[src/rtl/multi_sig_timestamp.sv]
// rtl/multi_sig_timestamp.sv - multi-channel synchronised edge timestamper with event FIFO
module multi_sig_timestamp #(
    parameter int NCH         = 4,
    parameter int TS_W        = 32,
    parameter int FIFO_DEPTH  = 16,
    parameter int SYNC_STAGES = 2,
    localparam int CW = (NCH > 1) ? $clog2(NCH) : 1,
    localparam int LW = $clog2(FIFO_DEPTH) + 1
) (
    input  logic            clk,
    input  logic            reset_n,
    input  logic [NCH-1:0]  sig_in,
    input  logic            sync_start,
    input  logic [1:0]      edge_mode,
    output logic            evt_valid,
    input  logic            evt_ready,
    output logic [TS_W-1:0] evt_time,
    output logic [CW-1:0]   evt_chan,
    output logic            evt_rising,
    output logic [LW-1:0]   fifo_level,
    output logic            overflow,
    input  logic            clear_overflow
);
    localparam int AW = $clog2(FIFO_DEPTH);

    // Scan timer
    logic [TS_W-1:0] timer;

    always_ff @(posedge clk or negedge reset_n) begin
        if (!reset_n) begin
            timer <= '0;
        end else if (sync_start) begin
            timer <= '0;
        end else begin
            timer <= timer + TS_W'(1);
        end
    end

    // Synchroniser chain; cur is the synchronised sample judged this cycle,
    // prev the one judged last cycle. Detection lands SYNC_STAGES+1 cycles
    // after sig_in is first captured.
    logic [SYNC_STAGES-1:0][NCH-1:0] sync_q;
    logic [NCH-1:0] cur;
    logic [NCH-1:0] prev;

    always_ff @(posedge clk or negedge reset_n) begin
        if (!reset_n) begin
            sync_q <= '0;
            cur    <= '0;
            prev   <= '0;
        end else begin
            sync_q <= {sync_q[SYNC_STAGES-2:0], sig_in};
            cur    <= sync_q[SYNC_STAGES-1];
            prev   <= cur;
        end
    end

    logic [NCH-1:0] rise;
    logic [NCH-1:0] fall;
    logic [NCH-1:0] det;

    assign rise = cur & ~prev & {NCH{edge_mode[0]}};
    assign fall = ~cur & prev & {NCH{edge_mode[1]}};
    assign det  = rise | fall;

    // FIFO occupancy
    logic [LW-1:0] wr_ptr;
    logic [LW-1:0] rd_ptr;
    logic          fifo_full;
    logic          pop;
    logic          can_push;

    assign fifo_level = wr_ptr - rd_ptr;
    assign evt_valid  = (fifo_level != '0);
    assign fifo_full  = (fifo_level == LW'(FIFO_DEPTH));
    assign pop        = evt_valid & evt_ready;
    assign can_push   = ~fifo_full | pop;

    // Per-channel pending slots
    logic [NCH-1:0]           slot_full;
    logic [NCH-1:0]           slot_rise;
    logic [NCH-1:0][TS_W-1:0] slot_time;

    // Fixed-priority pick of the lowest occupied slot
    logic [NCH-1:0] gnt;
    logic [CW-1:0]  sel;
    logic           found;
    logic           push;
    logic [NCH-1:0] take;
    logic [NCH-1:0] drop;

    always_comb begin
        gnt   = '0;
        sel   = '0;
        found = 1'b0;
        for (int i = 0; i < NCH; i++) begin
            if (slot_full[i] && !found) begin
                gnt[i] = 1'b1;
                sel    = CW'(i);
                found  = 1'b1;
            end
        end
    end

    assign push = found & can_push;
    assign take = push ? gnt : '0;
    // A slot being drained this cycle can accept a fresh edge
    assign drop = det & slot_full & ~take;

    always_ff @(posedge clk or negedge reset_n) begin
        if (!reset_n) begin
            slot_full <= '0;
            slot_rise <= '0;
            slot_time <= '0;
        end else begin
            for (int i = 0; i < NCH; i++) begin
                if (det[i] && (!slot_full[i] || take[i])) begin
                    slot_full[i] <= 1'b1;
                    slot_rise[i] <= rise[i];
                    slot_time[i] <= timer;
                end else if (take[i]) begin
                    slot_full[i] <= 1'b0;
                end
            end
        end
    end

    // Drop beats a simultaneous clear
    always_ff @(posedge clk or negedge reset_n) begin
        if (!reset_n) begin
            overflow <= 1'b0;
        end else if (|drop) begin
            overflow <= 1'b1;
        end else if (clear_overflow) begin
            overflow <= 1'b0;
        end
    end

    // Event storage
    logic [TS_W-1:0] mem_time [FIFO_DEPTH];
    logic [CW-1:0]   mem_chan [FIFO_DEPTH];
    logic            mem_rise [FIFO_DEPTH];
    logic [AW-1:0]   wr_idx;
    logic [AW-1:0]   rd_idx;

    assign wr_idx = wr_ptr[AW-1:0];
    assign rd_idx = rd_ptr[AW-1:0];

    always_ff @(posedge clk) begin
        if (push) begin
            mem_time[wr_idx] <= slot_time[sel];
            mem_chan[wr_idx] <= sel;
            mem_rise[wr_idx] <= slot_rise[sel];
        end
    end

    always_ff @(posedge clk or negedge reset_n) begin
        if (!reset_n) begin
            wr_ptr <= '0;
            rd_ptr <= '0;
        end else begin
            if (push) begin
                wr_ptr <= wr_ptr + LW'(1);
            end
            if (pop) begin
                rd_ptr <= rd_ptr + LW'(1);
            end
        end
    end

    // Head is forced to zero while empty so outputs are defined out of reset
    assign evt_time   = evt_valid ? mem_time[rd_idx] : '0;
    assign evt_chan   = evt_valid ? mem_chan[rd_idx] : '0;
    assign evt_rising = evt_valid ? mem_rise[rd_idx] : 1'b0;

endmodule

[config.mk]
export PLATFORM = sky130hd
export DESIGN_NAME = multi_sig_timestamp
export DESIGN_NICKNAME = d
export VERILOG_FILES = /design/src/rtl/multi_sig_timestamp.sv
export SDC_FILE = /design/constraint.sdc
export NUM_CORES = 1
export LEC_CHECK = 0
export ABC_CLOCK_PERIOD_IN_PS = 4600
export CORE_UTILIZATION = 46
export DETAILED_ROUTE_END_ITERATION = 12
export PLACE_DENSITY_LB_ADDON = 0.05
export SLEW_MARGIN = 10
export SYNTH_ARGS = -nofsm -noshare
export SYNTH_HDL_FRONTEND = slang
export SYNTH_SLANG_ARGS = --single-unit
[constraint.sdc]
create_clock -name clk -period 4.6 [get_ports clk]
set_clock_uncertainty 0.15 [all_clocks]
set_input_delay 1.15 -clock clk [delete_from_list [all_inputs] [get_ports clk]]
set_output_delay 1.15 -clock clk [all_outputs]
set_load 0.01 [all_outputs]
Word level (Yosys, flattened, before mapping) --
Memories as Yosys holds them, arrays and structs flattened. Index checks and enable logic that the tools add are counted. Widths: inputs -> output; s select.
Cells by class: reductions and logical operators 25, bitwise operators 14, equal/unequal tests 1, multiplexer cells 31, $add $sub $neg 4, magnitude comparators 1
Operators with widths (number):
- $mux 32 | 3
- $bmux 32 s2 | 1
- $add 32x1->32 const B | 1
- $and 4x4->4 | 6
- $mux 1 | 22
- $not 4->4 | 3
- $add 5x1->5 const B | 2
- $reduce_bool 2->1 | 5
- $logic_and 1x1->1 | 7
- $logic_not 1->1 | 7
- $mux 2 | 3
- $eq 5x5->1 const B | 1
- $reduce_bool 5->1 | 1
- $sub 5x5->5 | 1
- $logic_or 1x1->1 | 4
- $mux 4 | 1
- $or 4x4->4 | 1
- $reduce_or 4->1 | 1
- $lt 2x3->1 const B | 1
- $and 1x1->1 | 2
- $bmux 1 s2 | 1
- $not 1->1 | 1
- $or 1x1->1 | 1
Word-level totals: input port bits 11, RAM bits 560, register bits 195, output and inout port bits 42, word-level logic and storage cells 99, memories 3
Memories:
- mem_time | words 16, bits a word 32, rd ports 1, clocked after memory_dff 0, wr ports 1, RTL line 140 | logic [TS_W-1:0] mem_time [FIFO_DEPTH];
- mem_chan | words 16, bits a word 2, rd ports 1, clocked after memory_dff 0, wr ports 1, RTL line 141 | logic [CW-1:0] mem_chan [FIFO_DEPTH];
- mem_rise | words 16, bits a word 1, rd ports 1, clocked after memory_dff 0, wr ports 1, RTL line 142 | logic mem_rise [FIFO_DEPTH];

Longest topological paths before layout --
word-level depth 16, depth in mapped cells 13, mapped depth without buffers 10

Least setup slack after synthesis --
Ideal clock, no wire load.
path type reg-to-output, from register rd_ptr[3], to output port evt_time[10], cell stages (with the launch flop) 11, data required time 3.300 ns, setup slack 0.529 ns, path buffers 3, arrival 2.771 ns, cells stage by stage dfrtp_1 inv_2 buf_1 ha_1 o2bb2ai_2 xor2_1 nor2_1 inv_1 clkbuf_1 clkbuf_1 and2_1
Between the ends: word-level cells in the longest chain between the ends 3, elaborated cells on any way between the ends 4, those cells by class 1 x add/sub; 1 x mux; 1 x reduce/logical; 1 x memory
RTL lines:
- start: declaration | RTL line 68 | logic [LW-1:0] rd_ptr;
- start signal: assignment | RTL line 166 | rd_ptr <= rd_ptr + LW'(1);
- $sub 5x5->5 | RTL line 73 | assign fifo_level = wr_ptr - rd_ptr;
- named net fifo_level[4] | RTL line 20 | output logic [LW-1:0] fifo_level,
- $reduce_bool 5->1 | RTL line 74 | assign evt_valid = (fifo_level != '0);
- $mux 32 | RTL line 172 | assign evt_time = evt_valid ? mem_time[rd_idx] : '0;
- end: declaration | RTL line 17 | output logic [TS_W-1:0] evt_time,
The timed path passes the listed nets, and every way through them passes these cells.

Worst setup path after layout --
from register rd_ptr[0], to output port evt_time[2]
Between the ends: word-level cells in the longest chain between the ends 3, elaborated cells on any way between the ends 4, those cells by class 1 x add/sub; 1 x mux; 1 x reduce/logical; 1 x memory
RTL lines (RTL line):
- $sub 5x5->5 | 73
- $reduce_bool 5->1 | 74
- $mux 32 (*) | 172
Every way passes the cells marked *; elsewhere a longest branch is shown, timed or not.

==> reports/results.ini <==
[status]
outcome = complete, no violations

[synth]
synth_nets = 1581
yosysTopAreaCell = edfxtp_1
yosysMostFrequentCell = edfxtp_1
ys_ff_latch = 755
synth_flop_cell = edfxtp_1
synth_top_area_share = 0.5569
yosysWarnings = 0
synthArstFlopShare = 0.2583
synth_cells = 1559
synth_area_sq_mm = 0.03019
yosysSeqAreaShare = 0.7185
netlist_top_cells_count = edfxtp_1 (560), dfrtp_1 (195), mux4_2 (175)
synth-edff-count = 560
synth_area_leaders = edfxtp_1 (56%), dfrtp_1 (16%), mux4_2 (13%), mux2_2 (3.4%), mux2_4 (1.8%)
synth.distinct_cells = 58
avgSynthCellArea_sq_um = 19.37

[final_layout]
fin_util = 0.5422
fin_cells = 2618
nets = 1721
syn2layout_area_growth_pct = 16.17
num_antenna_cells = 0
drive_gt1_frac = 0.3341
fillCellCount = 5140

[sta]
hold_slack_ns = 0.1939
fin_crit_sh = 0.9807
slew_headroom = 0.3159
rsz0062_at_grt = yes
maxClockFrequency_mhz = 221.7
finalCriticalPeriod_ns = 4.511
setup_viol = 0
tns_ns = 0
finalMaxSlewViolations = 0
hold_viol_final = 0
worst_pin_slew_ns = 1.026

[power]
switching_share = 0.3097
power.share.clock = 0.263
p_leak_uw = 0.01271
p_per_area_mw_per_mm2 = 685.3
switchingPower_uw = 7445
p_int_uw = 16590
p_comb_frac = 0.347
seq_power_share = 0.390
peakVddDrop_mv = 0.4377
finalPower_uw = 24040

[floorplanning]
die-area_sq_mm = 0.06667
ios = 53
num_rows = 93
start_util = 0.4667
core_area_sq_mm = 0.06470
die_w_um = 258.2
dieHeight_um = 258.2

[clock_network]
numCtsBuffers = 79
cts_sinks = 755
clkSlewWorstSetupHoldPaths_ns = 0.06
htreeDepth = 3
root_buffer = clkbuf_16
cts_tree = built
cts_max_path_buffers = 3
clk_latency_ns = 0.61

[place]
port_buffers = 52
place_inst = 2456
dp_hpwl_um = 37230
place_congestion = 0.7330

[routing]
drtIter0Drc = 1174
drt_drc_violations_left = 0
antenna_left = 0
via_count = 15090
routed_via_density = 5.764
wl_um = 71280
routedWlPerCell_um = 27.23
first_pass_iters = 5

[global_routing]
grt_pass1_vias = 16170
grt_max_degree = 95
grt_pass1_wl_um = 106800
gr-usage-all-layers = 0.2214
antenna_found_initial = 1
overflow = 0

[run]
cap_violations = 0

[setup_path]
arrival_ns = 3.21
path_max_fanout = 9
cp_data_required_time_ns = 3.30
endpoint_kind = output port
start_kind = flop
worst-setup-path-type = flop to output port

[min_path]
worstHoldPathType = flop to flop

state kept, by name, indices dropped and copies added, names as in the netlist:
name       flops
mem_chan      32
mem_rise      16
rd_ptr         5
cur            4
slot_time    128
wr_ptr         5
slot_full      4
timer         32
sync_q         8
overflow       1
prev           4
mem_time     512
slot_rise      4
path summary, 6_finish.rpt:
| kind | start | endpoint | slack [ns] | cells after the start |
|---|---|---|---|---|
| worst max-delay path | rd_ptr[0]$_DFFE_PN0P_ | evt_time[2] | 0.09 | 12 |
| worst min-delay path | sync_q[4]$_DFF_PN0_ | cur[0]$_DFF_PN0_ | 0.19 | 0 |
| worst max register to register | rd_ptr[0]$_DFFE_PN0P_ | mem_time[0][8]$_DFFE_PP_ | 1.09 | 10 |
| worst min register to register | sync_q[4]$_DFF_PN0_ | cur[0]$_DFF_PN0_ | 0.19 | 0 |
| max in group asynchronous | reset_n | slot_time[69]$_DFFE_PN0P_ | 2.96 | 2 |
| min in group asynchronous | reset_n | sync_q[1]$_DFF_PN0_ | 0.45 | 1 |
cells in the final DEF (no fill, tap or decap), types with 8 or more instances in the layout:
master / Yosys / routed
clkdlybuf4s50_1: 0 / 15
inv_1: 18 / 16
nand4_1: 9 / 9
nand3_1: 15 / 15
clkbuf_8: 0 / 8
ha_1: 10 / 9
clkbuf_16: 0 / 84
buf_12: 3 / 29
a31oi_1: 37 / 35
mux4_2: 175 / 175
nand2_1: 91 / 91
xnor2_1: 12 / 12
dfrtp_1: 195 / 192
clkbuf_1: 49 / 25
o22ai_1: 34 / 34
and2_2: 0 / 8
buf_4: 4 / 62
clkinv_2: 0 / 10
xor2_1: 28 / 27
and2_1: 44 / 33
mux2_4: 37 / 37
edfxtp_1: 560 / 560
clkinv_1: 0 / 10
mux2_2: 90 / 90
buf_2: 22 / 25
nor2_1: 39 / 36
cells by family (layout without fill, tap and decap cells):
family                   count (synthesis)  count (layout)  synth area share
AO/OA/AOI/OAI                           96              96           0.02146
XOR/XNOR                                41              41           0.01214
adder cells (fa/ha/maj)                 11              11          0.004807
buffers and inverters                  111             315           0.01861
flip-flops                             755             755            0.7185
multiplexers                           306             306            0.1839
AND/OR/NAND/NOR                        239             239           0.04049
critical path, cell delays in order, from the launching register on:
cell and delay, ns:
dfrtp_4 0.48, ha_4 0.17, fa_2 0.55, buf_4 0.11, nand3_1 0.07, a211oi_2 0.21, nor2_2 0.08, nor2_4 0.12
clkinv_4 0.12, buf_4 0.17, buf_12 0.15, and2_1 0.14, clkdlybuf4s15_2 0.21
metal layers:
| layer | global-route usage | vias to the layer above | part of all wire | routed length, um |
|---|---|---|---|---|
| met3 | 0.03308 | 93 | 0.046 | 3257 |
| met4 | 0.07725 | 0 | 0.025 | 1813 |
| met2 | 0.3643 | 374 | 0.49 | 35160 |
| met1 | 0.3028 | 8167 | 0.44 | 31050 |
| met5 | 0 | - | 0 | 0 |
| li1 | - | 6456 | - | - |
power groups by stage:
stage                     Sequential (uW)  Combinational [uW]  Clock, uW
after global routing                 9460                8910       6740
after CTS                            9380                8580       6480
after detailed placement             9510                8370          0
after global placement               9470                8310          0
after floorplan                      9410                4820          0
final                                9370                8340       6330
through the flow:
step                      setup WS [ns]  instance area (sq um)
after floorplan                  0.5293                  30190
after global placement           0.4158                  32300
after detailed placement         0.3691                  32300
after CTS                       -0.1869                  35120
after global routing           -0.02229                  35080
final                           0.08888                  35080
layout make-up:
cell class,instances,area (sq um),area share
sequential,755,21700,0.6188
multi-input combinational,693,8053,0.2296
clock buffer,114,2242,0.06392
timing repair buffer,150,1584,0.04516
tap,855,1070,0.03050
clock inverter,31,341.6,0.009738
inverter,20,81.33,0.002319
what timing repair did:
item / 4_1_cts / 5_1_grt
buffers inserted: 11 / 3
hold buffers: 0 / 0
pin swaps: 6 / 2
gates resized for setup: 112 / 36
cloned: 4 / 2
setup endpoints to repair: 36 / 35
Power figures use the tool's default switching activity.
